## config.mk

```make
export PLATFORM = sky130hd
export DESIGN_NAME = render_scheduler
export DESIGN_NICKNAME = d
export VERILOG_FILES = /design/src/rtl/render_pkg.sv /design/src/rtl/fb_write_mux.sv /design/src/rtl/render_scheduler.sv
export SDC_FILE = /design/constraint.sdc
export NUM_CORES = 1
export LEC_CHECK = 0
export ABC_AREA = 1
export CORE_ASPECT_RATIO = 0.75
export CORE_MARGIN = 10
export CORE_UTILIZATION = 38
export DETAILED_ROUTE_END_ITERATION = 12
export GPL_TIMING_DRIVEN = 0
export MAX_ROUTING_LAYER = met4
export PLACE_DENSITY = 0.74
export SYNTH_ARGS = -nofsm -noshare
export SYNTH_HDL_FRONTEND = slang
export SYNTH_SLANG_ARGS = --single-unit
```

## constraint.sdc

```tcl
create_clock -name Clk -period 4.6 [get_ports Clk]
set_clock_uncertainty 0.05 [all_clocks]
set_input_delay 0.92 -clock Clk [delete_from_list [all_inputs] [get_ports Clk]]
set_output_delay 0.92 -clock Clk [all_outputs]
set_load 0.005 [all_outputs]
```

## src/rtl/render_pkg.sv

```systemverilog
// render_pkg: shared states, pixel/coordinate types and defaults for the render scheduler
package render_pkg;
  localparam int COORD_W = 9;
  localparam int PIX_W = 8;
  typedef logic [COORD_W-1:0] coord_t;
  typedef logic [PIX_W-1:0] pixel_t;
  localparam pixel_t TRANSPARENT_IDX_DEF = 8'hE3;
  typedef enum logic [2:0] {
    IDLE,
    POS_RUN,
    ENV_RUN,
    SPR_RUN,
    WAIT_VB,
    FLIP
  } rs_state_t;
endpackage

```

## src/rtl/fb_write_mux.sv

```systemverilog
// fb_write_mux: registered frame-buffer write port granted to one engine, dropping transparent sprite pixels
module fb_write_mux
  import render_pkg::*;
#(
  parameter pixel_t TRANSPARENT_IDX = TRANSPARENT_IDX_DEF
) (
  input  logic   clk,
  input  logic   rst,
  input  logic   env_gnt_i,
  input  logic   spr_gnt_i,
  input  logic   env_we_i,
  input  coord_t env_x_i,
  input  coord_t env_y_i,
  input  pixel_t env_data_i,
  input  logic   spr_we_i,
  input  coord_t spr_x_i,
  input  coord_t spr_y_i,
  input  pixel_t spr_data_i,
  output logic   fb_we_o,
  output coord_t fb_x_o,
  output coord_t fb_y_o,
  output pixel_t fb_data_o
);
  logic   we_d, we_q;
  coord_t x_d, x_q, y_d, y_q;
  pixel_t data_d, data_q;
  always_comb begin
    we_d   = env_gnt_i ? env_we_i : spr_gnt_i ? (spr_we_i && spr_data_i != TRANSPARENT_IDX) : 1'b0;
    x_d    = !we_d ? x_q : env_gnt_i ? env_x_i : spr_x_i;
    y_d    = !we_d ? y_q : env_gnt_i ? env_y_i : spr_y_i;
    data_d = !we_d ? data_q : env_gnt_i ? env_data_i : spr_data_i;
  end
  always_ff @(posedge clk) begin
    if (rst) begin
      we_q   <= 1'b0;
      x_q    <= '0;
      y_q    <= '0;
      data_q <= '0;
    end else begin
      we_q   <= we_d;
      x_q    <= x_d;
      y_q    <= y_d;
      data_q <= data_d;
    end
  end
  assign fb_we_o   = we_q;
  assign fb_x_o    = x_q;
  assign fb_y_o    = y_q;
  assign fb_data_o = data_q;
endmodule

```

## src/rtl/render_scheduler.sv

```systemverilog
// render_scheduler: per-frame pos/env/sprite sequencer with vblank page flip; stage watchdog under RENDER_WDT_EN
module render_scheduler
  import render_pkg::*;
#(
  parameter pixel_t TRANSPARENT_IDX = TRANSPARENT_IDX_DEF,
  parameter int     WDT_CYCLES      = 600000,
  parameter int     FRAME_CNT_W     = 16
) (
  input  logic                   Clk,
  input  logic                   Reset,
  input  logic                   vblank_start,
  output logic                   pos_start,
  input  logic                   pos_done,
  output logic                   env_start,
  input  logic                   env_done,
  output logic                   spr_start,
  input  logic                   spr_done,
  input  logic                   env_we,
  input  coord_t                 env_x,
  input  coord_t                 env_y,
  input  pixel_t                 env_data,
  input  logic                   spr_we,
  input  coord_t                 spr_x,
  input  coord_t                 spr_y,
  input  pixel_t                 spr_data,
  output logic                   fb_we,
  output coord_t                 fb_x,
  output coord_t                 fb_y,
  output pixel_t                 fb_data,
  output logic                   draw_page,
  output logic [FRAME_CNT_W-1:0] frame_count,
  output logic                   overrun,
  output logic                   wdt_err
);
  rs_state_t state_d, state_q;
  logic entry_q, pos_start_q, env_start_q, spr_start_q, draw_page_q, overrun_q;
  logic [FRAME_CNT_W-1:0] frame_count_q;
  logic run, wdt_hit;
  assign run = state_q inside {POS_RUN, ENV_RUN, SPR_RUN};
`ifdef RENDER_WDT_EN
  localparam int WDT_W = $clog2(WDT_CYCLES + 1);
  logic [WDT_W-1:0] wdt_q;
  logic wdt_err_q;
  assign wdt_hit = run && (wdt_q == WDT_W'(WDT_CYCLES - 1));
  always_ff @(posedge Clk) begin
    if (Reset) begin
      wdt_q     <= '0;
      wdt_err_q <= 1'b0;
    end else begin
      wdt_q     <= (state_d != state_q) ? '0 : run ? wdt_q + 1'b1 : wdt_q;
      wdt_err_q <= wdt_err_q | wdt_hit;
    end
  end
  assign wdt_err = wdt_err_q;
`else
  assign wdt_hit = 1'b0;
  assign wdt_err = 1'b0;
`endif
  always_comb begin
    state_d = state_q;
    case (state_q)
      IDLE:    state_d = vblank_start ? POS_RUN : IDLE;
      POS_RUN: state_d = (pos_done || wdt_hit) ? ENV_RUN : POS_RUN;
      ENV_RUN: state_d = (env_done || wdt_hit) ? SPR_RUN : ENV_RUN;
      SPR_RUN: state_d = (spr_done || wdt_hit) ? WAIT_VB : SPR_RUN;
      WAIT_VB: state_d = vblank_start ? FLIP : WAIT_VB;
      FLIP:    state_d = POS_RUN;
      default: state_d = IDLE;
    endcase
  end
  // entry_q marks the first cycle in a state; the start pulse follows one edge later
  always_ff @(posedge Clk) begin
    if (Reset) begin
      state_q       <= IDLE;
      entry_q       <= 1'b0;
      pos_start_q   <= 1'b0;
      env_start_q   <= 1'b0;
      spr_start_q   <= 1'b0;
      draw_page_q   <= 1'b0;
      frame_count_q <= '0;
      overrun_q     <= 1'b0;
    end else begin
      state_q       <= state_d;
      entry_q       <= state_d != state_q;
      pos_start_q   <= entry_q && state_q == POS_RUN;
      env_start_q   <= entry_q && state_q == ENV_RUN;
      spr_start_q   <= entry_q && state_q == SPR_RUN;
      draw_page_q   <= draw_page_q ^ (state_d == FLIP && state_q == WAIT_VB);
      frame_count_q <= frame_count_q + FRAME_CNT_W'(state_d == FLIP && state_q == WAIT_VB);
      overrun_q     <= overrun_q | (vblank_start && run);
    end
  end
  fb_write_mux #(.TRANSPARENT_IDX(TRANSPARENT_IDX)) u_mux (
    .clk       (Clk),
    .rst       (Reset),
    .env_gnt_i (state_q == ENV_RUN),
    .spr_gnt_i (state_q == SPR_RUN),
    .env_we_i  (env_we),
    .env_x_i   (env_x),
    .env_y_i   (env_y),
    .env_data_i(env_data),
    .spr_we_i  (spr_we),
    .spr_x_i   (spr_x),
    .spr_y_i   (spr_y),
    .spr_data_i(spr_data),
    .fb_we_o   (fb_we),
    .fb_x_o    (fb_x),
    .fb_y_o    (fb_y),
    .fb_data_o (fb_data)
  );
  assign pos_start   = pos_start_q;
  assign env_start   = env_start_q;
  assign spr_start   = spr_start_q;
  assign draw_page   = draw_page_q;
  assign frame_count = frame_count_q;
  assign overrun     = overrun_q;
endmodule

```

==> out/summary.txt <==
Synth area leaders -> dfxtp_1 40%, nand2_1 23%, nor2_1 11%, inv_1 6.9%, a21oi_1 3.4%
Routed len/inst -> 12.8 um
Hold Path Sink -> frame_count[15]
FF-to-FF path depth -> 11
CP arrival -> 2780 ps
CP Data Required Time -> 4730 ps
CP max-delay cell -> nor3_1
Pwr per Cell Area -> 257 nW/um^2
Clk root buf -> clkbuf_8
Die H -> 92.0 um
Pre-Repair DR Iteration Count -> 4
Crit-path leading delay family -> simple AND/OR/NAND/NOR gates
CTS tree -> yes
I/O pin total -> 109
Maximum vdd drop -> 180 uV
Final setup violation count -> 0
CP startpoint kind -> primary input
Slew margin rel. -> 0.570
Final Hold Viols -> 0
Total CTS buffers -> 5
Total die area -> 10700 um^2
CP Cell Sequence -> clkdlybuf4s50_1 > nand2_1 > inv_1 > ha_1 > nand3_1 > nor3_1 > nand3_1 > nand2_1 > a21oi_1
Post-CTS Repair Setup Buffers -> 0
Post-synth top area share -> 0.397
Worst hold path class -> register to register
Area of the mapped netlist -> 2620 um^2
Critical Path Max Stage Delay -> 550 ps
DP Area -> 3790 um^2
WHS Path Cells -> 2
Worst R2R Start -> state_q[0]
RR Endpoint -> frame_count[15]
Fin crit period -> 2650 ps
Net Count, Synth -> 483
WL final -> 7930 um
Worst-path clk slew -> 90 ps
Max Cap Violations -> 0
Global-route wire length before repair -> 13100 um
Cts hold-fix bufs -> 0
DR vias -> 2788
Commonest non-fill, non-tap cell in the layout -> nand2_1
Most frequent cells in the layout -> 163 x nand2_1, 106 x clkdlybuf4s50_1, 76 x nor2_1
Total track usage -> 0.154
Area grow syn2layout -> 47.9%
Mapped Avg Cell Area -> 6.25 um^2
Critical Path Sink Type -> register
Fin crit share -> 0.577
Hold path startpoint -> frame_count[15]
DP Worst Slack -> 1660 ps
Sequential-to-total area share from yosys stat -> 0.397
Yosys warnings -> 0
Initial Util -> 0.388
RSZ-0062 raised after global routing -> no
Final worst slack -> 1950 ps
PostCTS Resize Cnt -> 0
Die W -> 116 um
Dpl hpwl -> 6370 um
Slew Limit Fails -> 0
Yosys reg bits -> 52
Non-Filler Cell Area, Final -> 3880 um^2
Total power -> 0.997 mW
Gp weighted congestion -> 0.824
Finished Layout Cells -> 618
Max FO, Critical Path -> 6
Vias in the first global route -> 2720
Pleak -> 1.67 nW
1st-iter DRT viols -> 79
Fin util -> 0.573
Clk sinks -> 52
Ant. Diodes -> 0
Worst Max-Slew Pin Slew -> 640 ps
Outcome -> complete, no violations
Grt total ovfl -> 0
Post-DRT Antenna Nets -> 0
Flop2flop setup slack -> 2270 ps
Cells after Synth -> 420
Largest net degree at the start of global routing -> 15
Setup CP Type -> primary input to register
Initial antenna violation count -> 0
DRC -> 0
Worst-Skew Late Latency -> 300 ps
Input/output buffers -> 106
Fin Setup TNS -> 0 ps
Post-synth top area cell -> dfxtp_1
CP Buf/Inv Count -> 2
Maximum clock frequency -> 0.377 GHz
Max Buffers Root-to-Sink -> 2
Hold Worst Slack -> 430 ps
CTS HTree Levels -> 2
Fin nets -> 596
Placed insts -> 610
Row Count -> 26
Via-to-Cell Ratio -> 4.51
Share of cells above drive strength 1 -> 0.0449
Yosys cell types -> 25
Core Area -> 6770 um^2
[worst max-delay path by stage]
| stage | from | to | slack (ps) | cells past startpoint |
|---|---|---|---|---|
| final | vblank_start | frame_count[15] | 1950 | 9 |
| after global routing | vblank_start | frame_count[15] | 1710 | 9 |
| after CTS | vblank_start | frame_count[9] | 1980 | 9 |
| after detailed placement | vblank_start | frame_count[15] | 1660 | 9 |
| after global placement | vblank_start | frame_count[9] | 1700 | 9 |
| after floorplan | vblank_start | frame_count[10] | 2450 | 9 |
[sequential cells by signal (all words and copies together) (netlist names)]
signal           cells
overrun              1
u_mux.fb_x_o         9
pos_start            1
state_q              3
draw_page            1
env_start            1
u_mux.fb_we_o        1
u_mux.fb_y_o         9
u_mux.fb_data_o      8
entry_q              1
spr_start            1
frame_count         16
[cells in the mapped netlist (all sizes together)]
cell	number
nand4	7
conb	1
o21a	1
inv	51
clkinv	1
dfxtp	52
a31oi	1
nor3b	1
ha	3
nor3	7
a21oi	18
nand3	8
clkbuf	5
nand2	165
nor2	77
buf	11
and2	1
o21ai	9
nand3b	1
[tightest hold or removal path, delay by kind of cell, from the launching register on]
kind	cells	cell delay, ps
DFF	1	330
AOI/OAI and AO/OA	1	50
and+or+nand+nor	1	60
[final cells by class]
cell class | count | area [um^2]
plain buffers | 16 | 126
clock buffers | 8 | 90.1
fillers | 664 | 2890
inverters | 52 | 195
multi-input cells | 300 | 1260
flip-flops and latches | 52 | 1040
well taps | 84 | 105
repair buffers | 106 | 1060
[report_power, final]
part	leakage [nW]	internal [mW]	total (mW)	switching, mW
logic	1.20	0.130	0.244	0.114
clock network	0.0455	0.123	0.265	0.142
registers	0.421	0.475	0.488	0.0135
[metal layers]
layer | global-route usage | up-vias | wire, um
met4 | 0.0218 | 0 | 40
li1 | - | 1488 | -
met3 | 0.0423 | 5 | 606
met2 | 0.246 | 76 | 3530
met5 | - | - | 0
met1 | 0.193 | 1219 | 3760
[cell families (layout without fill, tap and decap cells)]
group                    Yosys count  after routing  synth area share
AO/OA/AOI/OAI                     29             29            0.0568
adder cells (fa/ha/maj)            3              3            0.0143
buffers and inverters             68            182             0.123
flip-flops                        52             52             0.397
other                              1              1           0.00143
AND/OR/NAND/NOR                  267            267             0.408
(Power assumes the default switching activity.)
